===== src/rtl/jtag_unlock_ctrl.sv =====
// Password-gated JTAG unlock controller: word-serial password compare against fuses,
// unlock grant until relock, and a timed lockout after repeated consecutive failures.
module jtag_unlock_ctrl #(
  parameter int unsigned PWD_WORDS      = 4,
  parameter int unsigned MAX_ATTEMPTS   = 3,
  parameter int unsigned LOCKOUT_CYCLES = 1024
) (
  input  logic                               clk_i,
  input  logic                               rst_ni,
  input  logic                               pwd_valid_i,
  output logic                               pwd_ready_o,
  input  logic [31:0]                        pwd_data_i,
  input  logic                               pwd_last_i,
  input  logic [32*PWD_WORDS-1:0]            fuse_pwd_i,
  input  logic                               relock_i,
  output logic                               jtag_unlock_o,
  output logic                               fail_o,
  output logic                               lockout_o,
  output logic [$clog2(MAX_ATTEMPTS+1)-1:0]  attempts_o
);

  localparam int unsigned ATT_W = $clog2(MAX_ATTEMPTS + 1);
  localparam int unsigned IDX_W = (PWD_WORDS > 1) ? $clog2(PWD_WORDS) : 1;
  localparam int unsigned TMR_W = (LOCKOUT_CYCLES > 1) ? $clog2(LOCKOUT_CYCLES) : 1;

  localparam logic [2:0] S_IDLE     = 3'd0;
  localparam logic [2:0] S_COLLECT  = 3'd1;
  localparam logic [2:0] S_CHECK    = 3'd2;
  localparam logic [2:0] S_UNLOCKED = 3'd3;
  localparam logic [2:0] S_LOCKOUT  = 3'd4;

  logic [2:0]       state, state_n;
  logic [IDX_W-1:0] idx, idx_n;
  logic             mismatch, mismatch_n;
  logic [TMR_W-1:0] timer, timer_n;
  logic [ATT_W-1:0] att_n;
  logic             fail_n;
  logic [31:0]      fuse_word;
  logic [31:0]      att_inc;
  logic             accept;
  logic             is_last_idx;

  always_comb begin
    fuse_word = '0;
    for (int unsigned k = 0; k < PWD_WORDS; k++) begin
      if (idx == IDX_W'(k)) fuse_word = fuse_pwd_i[32*k +: 32];
    end
  end

  assign accept      = pwd_valid_i && pwd_ready_o;
  assign is_last_idx = (idx == IDX_W'(PWD_WORDS - 1));
  assign att_inc     = 32'(attempts_o) + 32'd1;

  always_comb begin
    state_n    = state;
    idx_n      = idx;
    mismatch_n = mismatch;
    timer_n    = timer;
    att_n      = attempts_o;
    fail_n     = 1'b0;
    case (state)
      S_IDLE, S_COLLECT: begin
        if (relock_i) begin
          state_n    = S_IDLE;
          idx_n      = '0;
          mismatch_n = 1'b0;
        end else if (accept) begin
          // an early last flag can never match, so it poisons the submission
          mismatch_n = mismatch | (pwd_data_i != fuse_word) | (pwd_last_i && !is_last_idx);
          if (is_last_idx || pwd_last_i) begin
            state_n = S_CHECK;
          end else begin
            state_n = S_COLLECT;
            idx_n   = idx + IDX_W'(1);
          end
        end
      end
      S_CHECK: begin
        idx_n      = '0;
        mismatch_n = 1'b0;
        if (!mismatch) begin
          state_n = S_UNLOCKED;
          att_n   = '0;
        end else begin
          fail_n = 1'b1;
          if (att_inc >= 32'(MAX_ATTEMPTS)) begin
            att_n   = ATT_W'(MAX_ATTEMPTS);
            timer_n = TMR_W'(LOCKOUT_CYCLES - 1);
            state_n = S_LOCKOUT;
          end else begin
            att_n   = ATT_W'(att_inc);
            state_n = S_IDLE;
          end
        end
      end
      S_UNLOCKED: begin
        if (relock_i) state_n = S_IDLE;
      end
      S_LOCKOUT: begin
        if (timer == '0) begin
          state_n = S_IDLE;
          att_n   = '0;
        end else begin
          timer_n = timer - TMR_W'(1);
        end
      end
      default: begin
        state_n    = S_IDLE;
        idx_n      = '0;
        mismatch_n = 1'b0;
      end
    endcase
  end

  // outputs are registered from the next state so they align with the state register
  always_ff @(posedge clk_i or negedge rst_ni) begin
    if (!rst_ni) begin
      state         <= S_IDLE;
      idx           <= '0;
      mismatch      <= 1'b0;
      timer         <= '0;
      attempts_o    <= '0;
      fail_o        <= 1'b0;
      pwd_ready_o   <= 1'b0;
      jtag_unlock_o <= 1'b0;
      lockout_o     <= 1'b0;
    end else begin
      state         <= state_n;
      idx           <= idx_n;
      mismatch      <= mismatch_n;
      timer         <= timer_n;
      attempts_o    <= att_n;
      fail_o        <= fail_n;
      pwd_ready_o   <= (state_n == S_IDLE) || (state_n == S_COLLECT);
      jtag_unlock_o <= (state_n == S_UNLOCKED);
      lockout_o     <= (state_n == S_LOCKOUT);
    end
  end

endmodule

===== config.mk =====
export PLATFORM = sky130hd
export DESIGN_NAME = jtag_unlock_ctrl
export DESIGN_NICKNAME = d
export VERILOG_FILES = /design/src/rtl/jtag_unlock_ctrl.sv
export SDC_FILE = /design/constraint.sdc
export NUM_CORES = 1
export LEC_CHECK = 0
export BUFFER_PORTS_ARGS = -buffer_cell sky130_fd_sc_hd__buf_2
export CORE_MARGIN = 5
export CORE_UTILIZATION = 42
export DETAILED_ROUTE_END_ITERATION = 10
export PLACE_DENSITY = 0.92
export REMOVE_ABC_BUFFERS = 1
export SYNTH_ARGS = -nofsm -noshare
export SYNTH_HDL_FRONTEND = slang
export SYNTH_SLANG_ARGS = --single-unit

===== constraint.sdc =====
create_clock -name clk_i -period 2.85 [get_ports clk_i]
set_clock_uncertainty 0.2 [all_clocks]
set_input_delay 0.57 -clock clk_i [delete_from_list [all_inputs] [get_ports clk_i]]
set_output_delay 0.57 -clock clk_i [all_outputs]
set_load 0.01 [all_outputs]

### Word level (Yosys, flattened, before mapping)

Index checks and enable logic that the tools add are counted.

| operators by class | value |
|---|---|
| $add $sub $neg | 3 |
| order comparisons | 1 |
| eq/ne operators | 17 |
| muxes and demuxes | 29 |
| bitwise gates (word level) | 3 |
| reduce and logical (&&, ||, !) cells | 16 |

Operators with widths:

| operator | count |
|---|---|
| $mux 32 | 4 |
| $ne 32x32->1 | 1 |
| $mux 10 | 3 |
| $pmux 10 s2 | 1 |
| $mux 3 | 6 |
| $mux 2 | 7 |
| $pmux 3 s4 | 1 |
| $logic_not 10->1 | 1 |
| $sub 10x1->10 const B | 1 |
| $eq 3x2->1 const B | 3 |
| $ne 2x2->1 const B | 4 |
| $pmux 2 s2 | 2 |
| $eq 3x1->1 const B | 2 |
| $eq 3x3->1 const B | 2 |
| $logic_not 3->1 | 2 |
| $ne 3x3->1 const B | 2 |
| $eq 2x2->1 const B | 2 |
| $mux 1 | 4 |
| $reduce_and 2->1 | 2 |
| $reduce_and 4->1 | 1 |
| $reduce_or 2->1 | 2 |
| $add 2x1->3 const B | 1 |
| $ge 3x2->1 const B | 1 |
| $reduce_and 3->1 | 1 |
| 10 further kinds | 13 |

| storage, ports and cells | value |
|---|---|
| flip-flop bits (word level) | 22 |
| output and inout port bits | 6 |
| word-level logic and storage cells | 78 |

### Depth between registers and ports, before layout

Gate-level depths: netlist of the first run.

| logic depth | value |
|---|---|
| word-level depth | 11 |
| depth in mapped cells | 11 |
| gate-level depth less buffers | 9 |

### Least setup slack after synthesis of the first run

No wires, ideal clock.

| timing path | value |
|---|---|
| kind | reg2reg |
| start | reg idx[0] |
| end | reg mismatch |
| library setup time | 0.140 ns |
| arrival time | 1.989 ns |
| data required time | 2.510 ns |
| path slack | 0.521 ns |
| stages on the path, launching flop included | 11 |
| buffers on the path | 1 |
| period minus slack after synthesis | 2.329 ns |
| path through | dfrtp_1 inv_1 ha_1 clkbuf_1 nand2_1 o211ai_1 o221ai_1 xor2_1 nand4_1 a2111oi_0 a31oi_1 |

| on the way | value |
|---|---|
| longest elaborated chain between the ends | 11 |
| elaborated cells between the ends (all ways) | 16 |
| those cells by class | 4 x eq/ne; 7 x mux; 2 x bitwise; 3 x reduce/logical |

RTL lines:

| item | line | text |
|---|---|---|
| start, declared | 33 | `logic [IDX_W-1:0] idx, idx_n;` |
| start signal, assigned | 129 | `idx <= idx_n;` |
| $logic_not 2->1 | 46 | `if (idx == IDX_W'(k)) fuse_word = fuse_pwd_i[32*k +: 32];` |
| $mux 32 (4 in series) | 46 |  |
| $ne 32x32->1 | 69 | `mismatch_n = mismatch \| (pwd_data_i != fuse_word) \| (pwd_last_i && !is_last_idx);` |
| $or 1x1->1 | 69 |  |
| $or 1x1->1 (*) | 69 |  |
| $mux 1 (*) | 67 | `end else if (accept) begin` |
| $mux 1 (*) | 63 | `if (relock_i) begin` |
| $pmux 1 s2 (*) | 61 | `case (state)` |
| end signal, assigned | 130 | `mismatch <= mismatch_n;` |
| end, declared | 34 | `logic mismatch, mismatch_n;` |

Mark *: on every way between the ends. The rest lies on a longest branch, timed or not. The select of a mux whose other input is x is not followed.
A chain may end at the register's enable or synchronous reset.

### Worst setup path after layout of the first run

Ends and elaborated chain as after synthesis.

==> results of run 1 <==
## power groups by stage
stage | clock network (mW) | logic, mW | registers (mW)
3_3_place_gp | 0 | 1.12 | 0.588
6_report | 0.289 | 1.18 | 0.600
3_5_place_dp | 0 | 1.17 | 0.600
4_1_cts | 0.293 | 1.18 | 0.597
5_1_grt | 0.306 | 1.32 | 0.618
2_1_floorplan | 0 | 0.834 | 0.580
## worst max-delay path: cells and delay by family, from the launching register on
kind | cells | cell delay [ns]
AOI/OAI and AO/OA | 4 | 0.60
and+or+nand+nor | 2 | 0.45
DFF | 1 | 0.42
buffers and inverters | 2 | 0.32
adders and majority gates | 1 | 0.25
xor gates and xnor gates | 1 | 0.18
## per-stage QoR
| stage | setup TNS [ns] | power [mW] | instance area [um2] | setup WS [ns] |
|---|---|---|---|---|
| 6_report | 0 | 2.07 | 3450 | 0.303 |
| 5_1_grt | 0 | 2.24 | 3450 | 0.102 |
| 4_1_cts | 0 | 2.07 | 3450 | 0.291 |
| 3_5_place_dp | 0 | 1.77 | 3380 | 0.305 |
| 3_3_place_gp | 0 | 1.71 | 3380 | 0.436 |
| 2_1_floorplan | -0.118 | 1.41 | 2370 | -0.118 |
## cells in the final DEF (no fill, tap or decap), types with 12 or more instances in the layout
cell type / count
dfrtp_1: 22
o21ai_0: 16
xor2_1: 32
o221ai_1: 19
o211ai_1: 20
inv_1: 19
nand2_1: 68
a22oi_1: 12
buf_2: 170
a21oi_1: 31
## registers in the layout, summed over array words and instances, names as in the netlist
| signal | cells |
|---|---|
| pwd_ready_o | 1 |
| mismatch | 1 |
| lockout_o | 1 |
| idx | 2 |
| fail_o | 1 |
| state | 3 |
| jtag_unlock_o | 1 |
| attempts_o | 2 |
| timer | 10 |
## worst min path at each step
stage                          from                   endpoint
6_report                     rst_ni           fail_o$_DFF_PN0_
4_1_cts                      rst_ni       timer[5]$_DFFE_PN0P_
3_5_place_dp   timer[9]$_DFFE_PN0P_       timer[9]$_DFFE_PN0P_
3_3_place_gp   timer[9]$_DFFE_PN0P_       timer[9]$_DFFE_PN0P_
5_1_grt                      rst_ni       timer[5]$_DFFE_PN0P_
2_1_floorplan                rst_ni  attempts_o[0]$_DFFE_PN0P_
## kinds of logic (layout without fill, tap and decap cells)
kind of cell | after synthesis | in the layout
AO/OA/AOI/OAI | 109 | 109
XOR/XNOR | 40 | 40
adder cells (fa/ha/maj) | 6 | 6
buffers and inverters | 40 | 201
flip-flops | 22 | 22
multiplexers | 2 | 2
AND/OR/NAND/NOR | 108 | 108
## layout make-up
type / instances / area (um2) / share of cell area, %
Inverter: 19 / 71.3 / 2.07
Clock buffer: 3 / 41.3 / 1.20
Multi-Input combinational cell: 265 / 1750 / 50.9
Timing Repair Buffer: 178 / 911 / 26.4
Clock inverter: 1 / 30.0 / 0.871
Sequential cell: 22 / 551 / 16.0
Tap cell: 72 / 90.1 / 2.61
## layer usage
layer	vias up	wire (um)	GRT usage (%)
li1	1497	-	-
met1	1383	3110	23.8
met2	157	4630	41.2
met3	34	670	5.32
met4	0	383	8.50
met5	-	0	0
==> flow_metrics.tcl, run 1 <==
set metrics [dict create \
    status "finished clean" \
    crit_path_start "idx[0]$_DFFE_PN0P_" \
    fin_nets 660 \
    worst-r2r-setup-slack_ns 0.30 \
    drtPass1Iterations 4 \
    grt_pass1_wl_mm 13.6 \
    clkPwrFrac_pct 14.0 \
    num_vias 3071 \
    p_comb_share_pct 57.0 \
    area_growth_pct 40.2 \
    place_congestion 0.930 \
    tightestPinTransition_ns 0.515 \
    via_per_inst 5.48 \
    synth_compound_area_share_pct 30.5 \
    overflow 0 \
    maxCapViolCount 0 \
    peakVddDrop_v 0.000533 \
    drc 0 \
    rr_endpoint "mismatch$_DFFE_PN0P_" \
    netlist.top_cell.by_area "dfrtp_1" \
    r2r_cells 10 \
    dominantRegCellSynth "dfrtp_1" \
    cts_root_buf "clkbuf_8" \
    ys_seq_area_share_pct 22.4 \
    cpMaxStageDelayCell "dfrtp_1" \
    cpPeakStageDelay_ns 0.42 \
    synth_top_family_by_area "compound AO/OA/AOI/OAI gates" \
    netlist_top_cells_count "68 x nand2_1, 32 x xor2_1, 31 x a21oi_1" \
    finalSetupViolations 0 \
    numCtsBuffers 3 \
    cts_hold_buf 0 \
    synth-edff-count 0 \
    syn_avg_cell_area_um2 7.52 \
    postSynthCellCount 327 \
    synthesis.area_um2 2460 \
    synth_simple_gate_area_share_pct 22.5 \
    drtAntennaViolNets 0 \
    cell_internal_pwr_mw 1.17 \
    hold_viol 0 \
    ys_seq_elements 22 \
    synthAdderAreaFrac_pct 3.05 \
    worst_ep_required_time_ns 2.78 \
    cts.repair.resized 0 \
    clk_latency_ns 0.26 \
    cp_max_fo 25 \
    cts_tree "built" \
    ys_async_sr_fraction_pct 100 \
    rsz0062_at_grt "false" \
    hold_class "primary input to asynchronous set/reset pin" \
    hold_ws_ns 0.0652 \
    placed_cells 556 \
    wl_mm 8.80 \
    p_switching_mw 0.902 \
    synthMuxAreaShare_pct 0.865 \
    rows 27 \
    routedWlPerCell_um 15.7 \
    worstPathCellList "inv_1 -> ha_1 -> buf_4 -> a21oi_1 -> o21ai_0 -> a22oi_1 -> xor2_1 -> nand4_1 -> nor3_1 -> a31oi_1" \
    ys_top_cells_by_area "dfrtp_1 22%, xor2_1 11%, nand2_1 10%" \
    place_hpwl_mm 7.26 \
    slew_viol_final 0 \
    fin_crit_sh_pct 89.4 \
    swShare_pct 43.6 \
    seq_power_share_pct 29.0 \
    max-slew-margin-rel_pct 65.7 \
    clk_pin_slew_ns 0.08 \
    yosys_warnings 0 \
    worstSetupEndpointType "flop" \
    io-pin-count 171 \
    synth_most_common_cell "nand2_1" \
    p_leak_nw 1.79 \
    reg2reg_from "idx[0]$_DFFE_PN0P_" \
    die_y_um 86.5 \
    crit_arrival_ns 2.47 \
    worstSetupEndpoint "mismatch$_DFFE_PN0P_" \
    min_period_ns 2.55 \
    ys_types 44 \
    num_antenna_cells 0 \
    grt.total_usage_pct 22.1 \
    io_buffers 170 \
    antenna_found_initial 0 \
    die_x_um 86.5 \
    cts.sinks 22 \
    drt_iter0_drc 97 \
    finalNonFillerCells 560 \
    drive_above_1_share_pct 40.4 \
    crit_type "flop to flop" \
    cts_setup_buffers 0 \
    dieArea_um2 7480 \
    synthXorXnorAreaFrac_pct 14.2 \
    coreArea_um2 5610 \
    synth_top_area_share_pct 22.4 \
    htreeDepth 1 \
    startpoint_type "flop" \
    fill_cells 494 \
    grt_pass1_vias 3134 \
    fmax_ghz 0.393 \
    grt_max_degree 41 \
    p_per_area_nw_per_um2 600 \
    start_util_pct 43.8 \
    utilization_pct 61.5 \
    cts_buffer_depth 2 \
]
Power figures use the tool's default switching activity.
==> inputs of run 2 (changes only) <==
--- a/config.mk
+++ b/config.mk
@@ -5,11 +5,13 @@
 export SDC_FILE = /design/constraint.sdc
 export NUM_CORES = 1
 export LEC_CHECK = 0
+export ABC_AREA = 1
 export BUFFER_PORTS_ARGS = -buffer_cell sky130_fd_sc_hd__buf_2
+export CORE_ASPECT_RATIO = 0.75
 export CORE_MARGIN = 5
-export CORE_UTILIZATION = 42
+export CORE_UTILIZATION = 44
 export DETAILED_ROUTE_END_ITERATION = 10
-export PLACE_DENSITY = 0.92
+export PLACE_DENSITY = 0.91
 export REMOVE_ABC_BUFFERS = 1
 export SYNTH_ARGS = -nofsm -noshare
 export SYNTH_HDL_FRONTEND = slang
==> run 2 against run 1 <==
Synthesized cell count grew 71%. Sequential share of layout area down 2.1 points. First-iteration DRC count increased to 3.9 times the previous value. Setup slack better by 0.060 ns. Critical path type unchanged. Sequential power decreased by 7.7%. Clock power barely moved. Wire length grew 22%. Power rose by 0.20%. Cell count up 43%. Utilization decreased by 2.1 points. Hold slack got worse by 0.012 ns.
==> flow_metrics.tcl, run 2 <==
set metrics [dict create \
    postSynthCellCount 559 \
    dpl_cell_area_um2 3910 \
    fill_cells 638 \
    fin_crit_sh_pct 87.3 \
    htreeDepth 1 \
    netlist_top_cells_count "229 x nand2_1, 57 x inv_1, 47 x nand3_1" \
    reg2reg_from "idx[0]$_DFFE_PN0P_" \
    cts_buffer_depth 2 \
    largest-register "timer" \
    maxCapViolCount 0 \
    rsz0062_at_grt "false" \
    swShare_pct 46.3 \
    r2r_cells 17 \
    rows 26 \
    start_util_pct 44.6 \
    clk_latency_ns 0.26 \
    io-pin-count 171 \
    worstSetupEndpointType "flop" \
    synth-edff-count 0 \
    die_y_um 81.4 \
    finalWorstSetupSlack_ns 0.363 \
    hold_class "primary input to asynchronous set/reset pin" \
    drt_iter0_drc 376 \
    drtAntennaViolNets 0 \
    drc 0 \
    fmax_ghz 0.402 \
    slew_viol_final 0 \
    tightestPinTransition_ns 0.477 \
    place_hpwl_mm 8.72 \
    ys_seq_elements 22 \
    dominantRegCellSynth "dfrtp_1" \
    netlist.top_cell.by_area "nand2_1" \
    ys_async_sr_fraction_pct 100 \
    ys_seq_area_share_pct 18.4 \
    p_switching_mw 0.959 \
    largestRegisters "timer (10), state (3)" \
    tns_ns 0 \
    place_congestion 0.953 \
    drive_above_1_share_pct 28.1 \
    multi_input_area_um2 2090 \
    cpMaxStageDelayCell "dfrtp_1" \
    max-slew-margin-rel_pct 68.2 \
    antenna_found_initial 0 \
    cp_max_fo 20 \
    ys_top_cells_by_area "nand2_1 29%, dfrtp_1 18%, nand3_1 7.9%" \
    p_total_mw 2.07 \
    p_per_area_nw_per_um2 521 \
    crit_type "flop to flop" \
    layout_common_cells "229 x nand2_1, 170 x buf_2, 57 x inv_1" \
    synthesis.area_um2 2990 \
    via_per_inst 5.20 \
    p_leak_nw 2.44 \
    ys_types 30 \
    min_period_ns 2.49 \
    mostFrequentLayoutCell "nand2_1" \
    numCtsBuffers 3 \
    clkPwrFrac_pct 13.9 \
    finalSetupViolations 0 \
    cts_setup_buffers 0 \
    largest_reg_flops 10 \
    rr_endpoint "mismatch$_DFFE_PN0P_" \
    clk_pin_slew_ns 0.08 \
    finalInstanceArea_um2 3980 \
    cts.sinks 22 \
    seq_power_share_pct 26.7 \
    coreArea_um2 6700 \
    crit_top_cell "nand2_1" \
    die_x_um 105 \
    syn_avg_cell_area_um2 5.35 \
    synth_most_common_cell "nand2_1" \
    grt.total_usage_pct 24.3 \
    cpPeakStageDelay_ns 0.38 \
    area_growth_pct 33.0 \
    overflow 0 \
    worst-path-buf-inv 3 \
    routedWlPerCell_um 13.4 \
    cts_root_buf "clkbuf_8" \
    grt_pass1_vias 4054 \
    seq_area_um2 551 \
    num_antenna_cells 0 \
    cts_tree "built" \
    cts_hold_buf 0 \
    worstPathCellList "inv_1 -> ha_1 -> inv_2 -> buf_4 -> nor2_1 -> nor2_1 -> nand2_1 -> nand3_1 -> nand2_1 -> nor2_1 -> nand2_1 -> nor2_1 -> nand2_1 -> nor2_1 -> nand2_1 -> nand2_1 -> a21oi_1" \
    cell_internal_pwr_mw 1.11 \
    fin_nets 891 \
    drtPass1Iterations 5 \
    dieArea_um2 8570 \
    num_vias 4173 \
    cpLargestDelayFamily "simple AND/OR/NAND/NOR gates" \
    worst_ep_required_time_ns 2.81 \
    synth_top_area_share_pct 28.7 \
    grt_pass1_wl_mm 17.6 \
    peakVddDrop_v 0.000299 \
    status "finished clean" \
    startpoint_type "flop" \
    crit_arrival_ns 2.44 \
    yosys_warnings 0 \
    worst-r2r-setup-slack_ns 0.36 \
    grt_max_degree 33 \
    p_comb_share_pct 59.3 \
    io_buffers 170 \
    place_ws_ns 0.396 \
    wl_mm 10.8 \
    hold_viol 0 \
    cts.repair.resized 0 \
]
run 2: changes by cell type after synthesis, moves of 13 or more:
| cell | change |
|---|---|
| nand2_1 | +161 |
| nand3_1 | +45 |
| inv_1 | +38 |
| nor2_1 | +38 |
| xor2_1 | -30 |
| o221ai_1 | -19 |
| or2_1 | +18 |
| a21oi_1 | +13 |
| nand3b_1 | +13 |
run 2: area by class of cell:
type	count	share of cell area, %
Tap cell	84	2.64
Inverter	64	6.04
Timing Repair Buffer	178	23.2
Sequential cell	22	13.8
Multi-Input combinational cell	451	52.5
Clock buffer	3	1.04
Clock inverter	1	0.755
run 2: worst register-to-register path: stages (launching register included):
cell     delay, ns
dfrtp_1       0.38
inv_1         0.11
ha_1          0.24
inv_2         0.29
buf_4         0.28
nor2_1        0.06
nor2_1        0.09
nand2_1       0.08
nand3_1       0.07
nand2_1       0.06
nor2_1        0.09
nand2_1       0.05
nor2_1        0.09
nand2_1       0.06
nor2_1        0.08
nand2_1       0.06
nand2_1       0.05
a21oi_1       0.05
run 2: kinds of logic after synthesis:
kind of cell | after synthesis | share of synthesized area (%)
compound gates | 70 | 13.0
xor+xnor | 2 | 0.586
fa+ha+maj | 6 | 2.51
buf+inv | 86 | 11.8
flops | 22 | 18.4
simple gates | 373 | 53.7
run 2: power groups by stage:
stage	combinational (mW)	sequential (mW)	clock (mW)
3_3_place_gp	1.16	0.547	0
5_1_grt	1.42	0.571	0.307
2_1_floorplan	0.815	0.546	0
4_1_cts	1.22	0.550	0.293
3_5_place_dp	1.21	0.556	0
6_report	1.23	0.554	0.289
run 2: how the worst max path moves through the flow:
stage               cells after the start              endpoint  slack, ns          startpoint
floorplan                              17  mismatch$_DFFE_PN0P_       0.12  idx[0]$_DFFE_PN0P_
global placement                       16  mismatch$_DFFE_PN0P_       0.51  idx[0]$_DFFE_PN0P_
detailed placement                     17  mismatch$_DFFE_PN0P_       0.40  idx[0]$_DFFE_PN0P_
CTS                                    17  mismatch$_DFFE_PN0P_       0.37  idx[0]$_DFFE_PN0P_
global route                           17  mismatch$_DFFE_PN0P_       0.12  idx[0]$_DFFE_PN0P_
finish                                 17  mismatch$_DFFE_PN0P_       0.36  idx[0]$_DFFE_PN0P_
run 2: per-layer routing:
metal | global-route usage (%) | routed length, um
met5 | 0 | 0
met4 | 9.96 | 348
met3 | 3.46 | 922
met2 | 44.0 | 5250
met1 | 29.3 | 4240
run 2: stage by stage:
stage	utilization, %	hold slack [ns]	instances
2_1_floorplan	-	0.0744	537
3_5_place_dp	58.3	0.315	799
3_3_place_gp	58.3	0.288	799
4_1_cts	59.4	0.0685	803
6_report	59.4	0.0533	803
5_1_grt	59.4	0.0838	803
